--- src/rtl/matrix_scroll_ctrl.sv ---
// rtl/matrix_scroll_ctrl.sv - scrolling LED matrix scan/scroll controller (optional blink via MATRIX_BLINK_EN)
module matrix_scroll_ctrl #(
    parameter int ROWS       = 8,
    parameter int COLS       = 8,
    parameter int DEPTH      = 16,
    parameter int SCROLL_DIV = 12500000,
    parameter int SCAN_DIV   = 8192,
    localparam int AW        = (DEPTH > 1) ? $clog2(DEPTH) : 1,
    localparam int SW        = (ROWS > 1) ? $clog2(ROWS) : 1
) (
    input  logic            clk,
    input  logic            reset,
    input  logic            en,
    input  logic            dir,
`ifdef MATRIX_BLINK_EN
    input  logic            blink,
`endif
    input  logic            wr_en,
    input  logic [AW-1:0]   wr_addr,
    input  logic [COLS-1:0] wr_data,
    output logic [COLS-1:0] segout,
    output logic [SW-1:0]   scanout,
    output logic            frame_tick
);

    localparam int SCANW   = (SCAN_DIV > 1) ? $clog2(SCAN_DIV) : 1;
    localparam int SCROLLW = (SCROLL_DIV > 1) ? $clog2(SCROLL_DIV) : 1;
    // One extra bit so offset + scanout never overflows before the modulo fold.
    localparam int IW      = AW + 1;

    localparam logic [SCANW-1:0]   SCAN_LAST   = SCANW'(SCAN_DIV - 1);
    localparam logic [SCROLLW-1:0] SCROLL_LAST = SCROLLW'(SCROLL_DIV - 1);
    localparam logic [SW-1:0]      ROW_LAST    = SW'(ROWS - 1);
    localparam logic [AW-1:0]      OFF_LAST    = AW'(DEPTH - 1);

    logic [SCANW-1:0]   scan_cnt;
    logic [SCROLLW-1:0] scroll_cnt;
    logic [AW-1:0]      offset;
    logic [COLS-1:0]    mem [DEPTH];
    logic               scan_term;
    logic               scroll_run;
    logic               scroll_term;
    logic [IW-1:0]      row_sum;
    logic [AW-1:0]      row_idx;
    logic               force_dark;

`ifdef MATRIX_BLINK_EN
    logic phase;
    assign scroll_run = en | blink;
    assign force_dark = blink & phase;
`else
    assign scroll_run = en;
    assign force_dark = 1'b0;
`endif

    assign scan_term   = (scan_cnt == SCAN_LAST);
    assign scroll_term = scroll_run && (scroll_cnt == SCROLL_LAST);

    // Fold offset + scanout back into 0..DEPTH-1; both terms are below DEPTH so one subtract suffices.
    always_comb begin
        row_sum = IW'(offset) + IW'(scanout);
        row_idx = AW'(row_sum);
        if (row_sum >= IW'(DEPTH)) begin
            row_idx = AW'(row_sum - IW'(DEPTH));
        end
    end

    // Scan-line divider, active line index and frame pulse on wrap to line 0.
    always_ff @(posedge clk or negedge reset) begin
        if (!reset) begin
            scan_cnt   <= '0;
            scanout    <= '0;
            frame_tick <= 1'b0;
        end else begin
            frame_tick <= 1'b0;
            if (scan_term) begin
                scan_cnt <= '0;
                if (scanout == ROW_LAST) begin
                    scanout    <= '0;
                    frame_tick <= 1'b1;
                end else begin
                    scanout <= scanout + 1'b1;
                end
            end else begin
                scan_cnt <= scan_cnt + 1'b1;
            end
        end
    end

    // Scroll divider; offset moves only when scrolling is enabled, with exact wrap for any DEPTH.
    always_ff @(posedge clk or negedge reset) begin
        if (!reset) begin
            scroll_cnt <= '0;
            offset     <= '0;
        end else if (scroll_run) begin
            if (scroll_term) begin
                scroll_cnt <= '0;
                if (en) begin
                    if (dir) begin
                        offset <= (offset == '0) ? OFF_LAST : offset - 1'b1;
                    end else begin
                        offset <= (offset == OFF_LAST) ? '0 : offset + 1'b1;
                    end
                end
            end else begin
                scroll_cnt <= scroll_cnt + 1'b1;
            end
        end
    end

`ifdef MATRIX_BLINK_EN
    // Blink phase flips on every scroll-counter terminal count.
    always_ff @(posedge clk or negedge reset) begin
        if (!reset) begin
            phase <= 1'b0;
        end else if (scroll_term) begin
            phase <= ~phase;
        end
    end
`endif

    // Pattern memory; reset blanks every row so the display comes up dark.
    always_ff @(posedge clk or negedge reset) begin
        if (!reset) begin
            for (int i = 0; i < DEPTH; i++) begin
                mem[i] <= '1;
            end
        end else if (wr_en && (int'(wr_addr) < DEPTH)) begin
            mem[wr_addr] <= wr_data;
        end
    end

    // Registered column drive for the currently addressed pattern row.
    always_ff @(posedge clk or negedge reset) begin
        if (!reset) begin
            segout <= '1;
        end else if (force_dark) begin
            segout <= '1;
        end else begin
            segout <= mem[row_idx];
        end
    end

endmodule

--- config.mk ---
export PLATFORM = sky130hd
export DESIGN_NAME = matrix_scroll_ctrl
export DESIGN_NICKNAME = d
export VERILOG_FILES = /design/src/rtl/matrix_scroll_ctrl.sv
export SDC_FILE = /design/constraint.sdc
export NUM_CORES = 1
export LEC_CHECK = 0
export BUFFER_PORTS_ARGS = -buffer_cell sky130_fd_sc_hd__buf_2
export CORE_MARGIN = 5
export CORE_UTILIZATION = 60
export DETAILED_ROUTE_END_ITERATION = 8
export GPL_ROUTABILITY_DRIVEN = 0
export PLACE_DENSITY = 0.88
export SLEW_MARGIN = 5
export SYNTH_ARGS = -nofsm -noshare
export SYNTH_HDL_FRONTEND = slang
export SYNTH_SLANG_ARGS = --single-unit
--- constraint.sdc ---
create_clock -name clk -period 2.5 [get_ports clk]
set_input_delay 0.25 -clock clk [delete_from_list [all_inputs] [get_ports clk]]
set_output_delay 0.25 -clock clk [all_outputs]
set_load 0.03 [all_outputs]
==> results of run 1 <==
final cells by class:
cell class | instances | share of cell area
Sequential cell | 181 | 0.499
Timing Repair Buffer | 39 | 0.0286
Clock buffer | 19 | 0.0470
Clock inverter | 13 | 0.00904
Tap cell | 180 | 0.0239
Inverter | 5 | 0.00199
Multi-Input combinational cell | 388 | 0.390
power breakdown:
part           total, mW  leakage (nW)  switching [mW]  internal (mW)
logic               1.10          1.53           0.468          0.635
clock network       2.42         0.259            1.13           1.29
registers           4.20          2.02           0.338           3.86
total               7.73          3.81            1.94           5.79
worst max-delay path, cell delays in order (launching register included):
cell and delay [ns]:
dfrtp_1 0.48, ha_2 0.24, fa_1 0.55, buf_12 0.23, mux4_2 0.36, nand3_1 0.12
nand4_1 0.10
worst max path at each step:
stage	startpoint	endpoint	slack, ns	cells after the start
finish	offset[0]	segout[1]	0.30	6
global route	offset[0]	segout[7]	0.21	6
CTS	offset[0]	segout[7]	0.32	6
detailed placement	offset[0]	segout[7]	0.35	6
global placement	offset[0]	segout[1]	0.41	6
floorplan	scanout[0]	segout[0]	0.23	6
metal layers:
metal  vias to the layer above  GRT usage
met5                         -          0
met4                         0      0.104
met3                        50     0.0507
met2                       168      0.405
met1                      2746      0.308
li1                       2267          -
sequential cells by signal (all words and copies together) (netlist names):
name and flops:
offset 4, mem 128, scanout 3, scroll_cnt 24, scan_cnt 13, segout 8
frame_tick 1
per-stage QoR:
stage	hold WS (ns)	util	cell area [sq um]
after global routing	0.131	0.678	9420
final	0.128	0.678	9420
after detailed placement	0.335	0.640	8880
after CTS	0.114	0.678	9420
after global placement	0.324	0.640	8880
after floorplan	-0.0456	-	8510
placed cells by master (no fill, tap or decap), types with 6 or more instances in the layout:
| master | n |
|---|---|
| mux2_2 | 132 |
| nand3_1 | 44 |
| dfrtp_1 | 45 |
| ha_1 | 8 |
| buf_4 | 7 |
| xor2_1 | 20 |
| clkinv_2 | 6 |
| and3_1 | 8 |
| dfstp_2 | 136 |
| nand2_1 | 15 |
| mux4_2 | 32 |
| a21oi_1 | 7 |
| nand4_1 | 17 |
| buf_2 | 27 |
| xnor2_1 | 16 |
| nor2_2 | 9 |
| clkbuf_16 | 17 |
| nor2_1 | 29 |
cell families after synthesis:
group | Yosys count | synth area share
AO/OA/AOI/OAI | 20 | 0.0153
XOR/XNOR | 36 | 0.0371
adder cells (fa/ha/maj) | 10 | 0.0156
buffers and inverters | 33 | 0.0159
flip-flops | 181 | 0.552
multiplexers | 165 | 0.261
AND/OR/NAND/NOR | 157 | 0.103
timing repair:
| item | 4_1_cts | 5_1_grt |
|---|---|---|
| hold buffers | 1 | 0 |
| endpoints found under the setup margin | 0 | 0 |
| gates resized for setup | 0 | 0 |
| endpoints found under the hold margin | 17 | 0 |
==> flow_metrics.tcl, run 1 <==
set metrics [dict create \
    synth_ff_type "dfstp_2" \
    port-buffer-count 28 \
    power_density_mw_per_mm2 820 \
    ys_seq_elements 181 \
    num_rows 43 \
    grt_pass1_vias 5735 \
    layout-drive-gt1-share 0.605 \
    total_power_mw 7.73 \
    wl_um 18400 \
    netlist-cell-type-count 48 \
    grt_pass1_wl_um 31000 \
    final_cells 825 \
    wl_met2_um 9320 \
    slew_headroom 0.504 \
    status "complete, no violations" \
    reg2reg_from "offset[0]" \
    postSynthCellCount 602 \
    nNetsFinal 659 \
    crit_arrival_ns 2.55 \
    routed-wl-met3_um 831 \
    dp_slack_ns 0.349 \
    hold_viol 0 \
    crit_path_max_fanout 32 \
    path_clk_slew_ns 0.06 \
    grt_start_max_net_pins 83 \
    holdCritStartpoint "en" \
    die_w_um 129 \
    crit_path_start_kind "flop" \
    n_antenna_cell 0 \
    fmax_mhz 455 \
    reg2reg_to "segout[1]" \
    wire_per_inst_um 22.3 \
    die_area_sq_mm 0.0167 \
    cts-root-buf "clkbuf_16" \
    power.leakage_nw 3.81 \
    setup-tns-final_ns 0 \
    seq_area_sq_mm 0.00470 \
    start_util 0.613 \
    finalWorstSetupSlack_ns 0.301 \
    whs_path_depth 2 \
    holdCritPathClass "input pin to flop" \
    required_ns 2.85 \
    synth_edf_count 0 \
    io_pins 29 \
    period_needed_ns 2.20 \
    worstHoldEndpoint "scroll_cnt[1]" \
    synth_top_cell_by_area "dfstp_2" \
    syn_nets 629 \
    n_fill_cell 897 \
    top_layer "met4" \
    synthArstFlopShare 1.00 \
    grt-ovfl-total 0 \
    wl_met1_um 7640 \
    cts_setup_buffers 0 \
    cts_buffers 17 \
    synthTopCellsByArea "dfstp_2 42%, mux2_2 17%, dfrtp_1 13%, mux4_2 8.5%, nand3_1 2.6%" \
    drv_slew 0 \
    dpl.hpwl_um 11900 \
    clkSinkCount 181 \
    ys_seq_area_frac 0.552 \
    cts_tree "yes" \
    synthTopCellsByCount "136 x dfstp_2, 132 x mux2_2, 45 x dfrtp_1" \
    clock_path_buffers 2 \
    vias 5231 \
    maxCapViolCount 0 \
    final_antenna_net_count 0 \
    ir_worst_vdd_v 0.000548 \
    finClkSkew_ns 0.00765 \
    area_growth_pct 10.7 \
    rsz0062_at_grt "false" \
    worstRegToRegCells 6 \
    via_per_inst 6.34 \
    dr.pass1.iters 7 \
    drtIter0Drc 474 \
    synth.top_cell.area_share 0.420 \
    grt_antenna_before_repair 0 \
    h-tree-depth 4 \
    syn_area_sq_mm 0.00851 \
    insertion_delay_ns 0.44 \
    multi_input_area_sq_mm 0.00367 \
    cp-end-kind "flop" \
    crit_type "flop to flop" \
    synth.most_common_cell "dfstp_2" \
    worst_slew_pin_slew_ns 0.743 \
    drc 0 \
    setup_viol 0 \
    syn_area_per_cell_sq_um 14.1 \
    yosys_warnings 0 \
    post-route-period-util 0.880 \
    dp_cells 792 \
    fp.coreArea_sq_mm 0.0139 \
    grt_util_all_layers 0.242 \
    dieHeight_um 129 \
    reg2reg_setup_slack_ns 0.30 \
]
(Power assumes the default switching activity.)
==> inputs of run 2 (changes only) <==
Settings changed: CORE_MARGIN 5 to unset, CTS_CLUSTER_DIAMETER set to 50.
==> run 2 against run 1 <==
First-iteration DRC count down 17%. Highest routed layer unchanged. Clock skew up 0.0062 ns. Wire length down 4.8%. Fmax down 1.6%. Hold slack worse by 0.0037 ns. Core utilization up 0.41 points. Total power up 1.4%. Critical path type unchanged. Final area up 0.60%. Clock power up 6%. Largest power group unchanged. Final cell count up 0.24%. Largest cell class unchanged. Sequential share of layout area down 0.30 points. Non-clock buffer count up 2.
==> flow_metrics.tcl, run 2 (synthesis gave the netlist of run 1 again) <==
set metrics [dict create \
    status "complete, no violations" \
    h-tree-depth 4 \
    insertion_delay_ns 0.43 \
    holdCritPathClass "input pin to flop" \
    grt_start_max_net_pins 58 \
    maxCapViolCount 0 \
    nNetsFinal 661 \
    via_per_inst 6.14 \
    post-route-period-util 0.894 \
    power_density_mw_per_mm2 827 \
    final_cells 827 \
    drv_slew 0 \
    dp_slack_ns 0.352 \
    vias 5079 \
    port-buffer-count 28 \
    layout-drive-gt1-share 0.604 \
    crit_type "flop to flop" \
    final_antenna_net_count 0 \
    period_needed_ns 2.24 \
    layout_commonest_cell "dfstp_2" \
    wl_um 17500 \
    finalWorstSetupSlack_ns 0.265 \
    io_pins 29 \
    total_power_mw 7.84 \
    grt_pass1_wl_um 29000 \
    dp_cells 794 \
    crit_path_max_fanout 32 \
    reg2reg_to "segout[1]" \
    worst_slew_pin_slew_ns 0.630 \
    crit_arrival_ns 2.57 \
    grt-ovfl-total 0 \
    path_clk_slew_ns 0.06 \
    setup-tns-final_ns 0 \
    cts-root-buf "clkbuf_16" \
    grt_util_all_layers 0.263 \
    layout_common_cells "136 x dfstp_2, 132 x mux2_2, 45 x dfrtp_1" \
    clock_path_buffers 2 \
    critical_path.startpoint "offset[0]" \
    die_area_sq_mm 0.0147 \
    cts_tree "yes" \
    slew_headroom 0.579 \
    reg2reg_setup_slack_ns 0.26 \
    num_rows 43 \
    drtIter0Drc 393 \
    finClkSkew_ns 0.0138 \
    fp.coreArea_sq_mm 0.0139 \
    dr.pass1.iters 5 \
    power.leakage_nw 3.84 \
    wire_per_inst_um 21.2 \
    largest_reg_flops 128 \
    clkSinkCount 181 \
    ir_worst_vdd_v 0.000625 \
    setup_viol 0 \
    reg.largest.list "mem x128, scroll_cnt x24, scan_cnt x13" \
    holdCritStartpoint "en" \
    crit_chain "ha_2 -> fa_1 -> buf_12 -> mux4_2 -> nand3_1 -> nand4_1" \
    grt_pass1_vias 5531 \
    critPathMaxStageDelay_ns 0.55 \
    n_antenna_cell 0 \
    required_ns 2.84 \
    reg2reg_from "offset[0]" \
    area_growth_pct 11.3 \
    setup.worst_path.end "segout[1]" \
    cp_slowest_cell "fa_1" \
    die_w_um 121 \
    largest_register "mem" \
    cts_setup_buffers 0 \
    dpl.hpwl_um 11200 \
    dieHeight_um 121 \
    fin_util 0.682 \
    drc 0 \
    grt_antenna_before_repair 0 \
    crit_path_start_kind "flop" \
    hold_viol 0 \
    cp-end-kind "flop" \
    fmax_mhz 447 \
    cts_buffers 17 \
    start_util 0.613 \
    rsz0062_at_grt "false" \
    worstRegToRegCells 6 \
]
[run 2: cell count changes in the layout (fill, tap and decap cells not counted)]
cell | previous run | this run
clkbuf_1 | 1 | 2
clkbuf_8 | 1 | 5
buf_4 | 7 | 9
clkinv_2 | 6 | 4
clkinv_4 | 3 | 0
clkbuf_16 | 17 | 18
inv_4 | 1 | 0
[run 2: area by class of cell]
type / instances / area, sq um
flip-flops and latches: 181 / 4700
multi-input cells: 388 / 3670
repair buffers: 41 / 284
fillers: 891 / 4410
inverters: 5 / 18.8
well taps: 180 / 225
clock buffers: 25 / 527
clock inverters: 7 / 42.5
[run 2: worst max-delay path, delay by kind of cell, from the launching register on]
kind | cells | cell delay (ns)
muxes | 1 | 0.37
DFF | 1 | 0.50
and+or+nand+nor | 2 | 0.20
adders and majority gates | 2 | 0.80
buffers and inverters | 1 | 0.24
[run 2: per-layer routing]
layer	global-route usage	wire length [um]
met5	0	0
met2	0.419	8820
met1	0.344	7400
met4	0.139	503
met3	0.0475	774
[run 2: what timing repair did]
item,4_1_cts,5_1_grt
resized for setup,0,0
hold buffers,1,0
hold endpoints to repair,32,0
[run 2: worst min path at each step]
stage	cells after the start	to	slack, ns
2_1_floorplan	0	frame_tick	-0.05
3_3_place_gp	1	scroll_cnt[16]	0.23
3_5_place_dp	1	scroll_cnt[12]	0.25
4_1_cts	3	scroll_cnt[2]	0.12
5_1_grt	3	scroll_cnt[2]	0.13
6_report	3	scroll_cnt[2]	0.12
[run 2: report_power, final]
part | internal, mW | switching, mW
Clock | 1.46 | 1.10
Sequential | 3.86 | 0.319
Combinational | 0.636 | 0.464
Total | 5.96 | 1.88
[run 2: stage by stage]
stage               hold WS (ns)  cell area [sq um]
floorplan                -0.0456               8510
global placement           0.232               8890
detailed placement         0.249               8890
CTS                        0.119               9470
global route               0.132               9470
finish                     0.125               9470
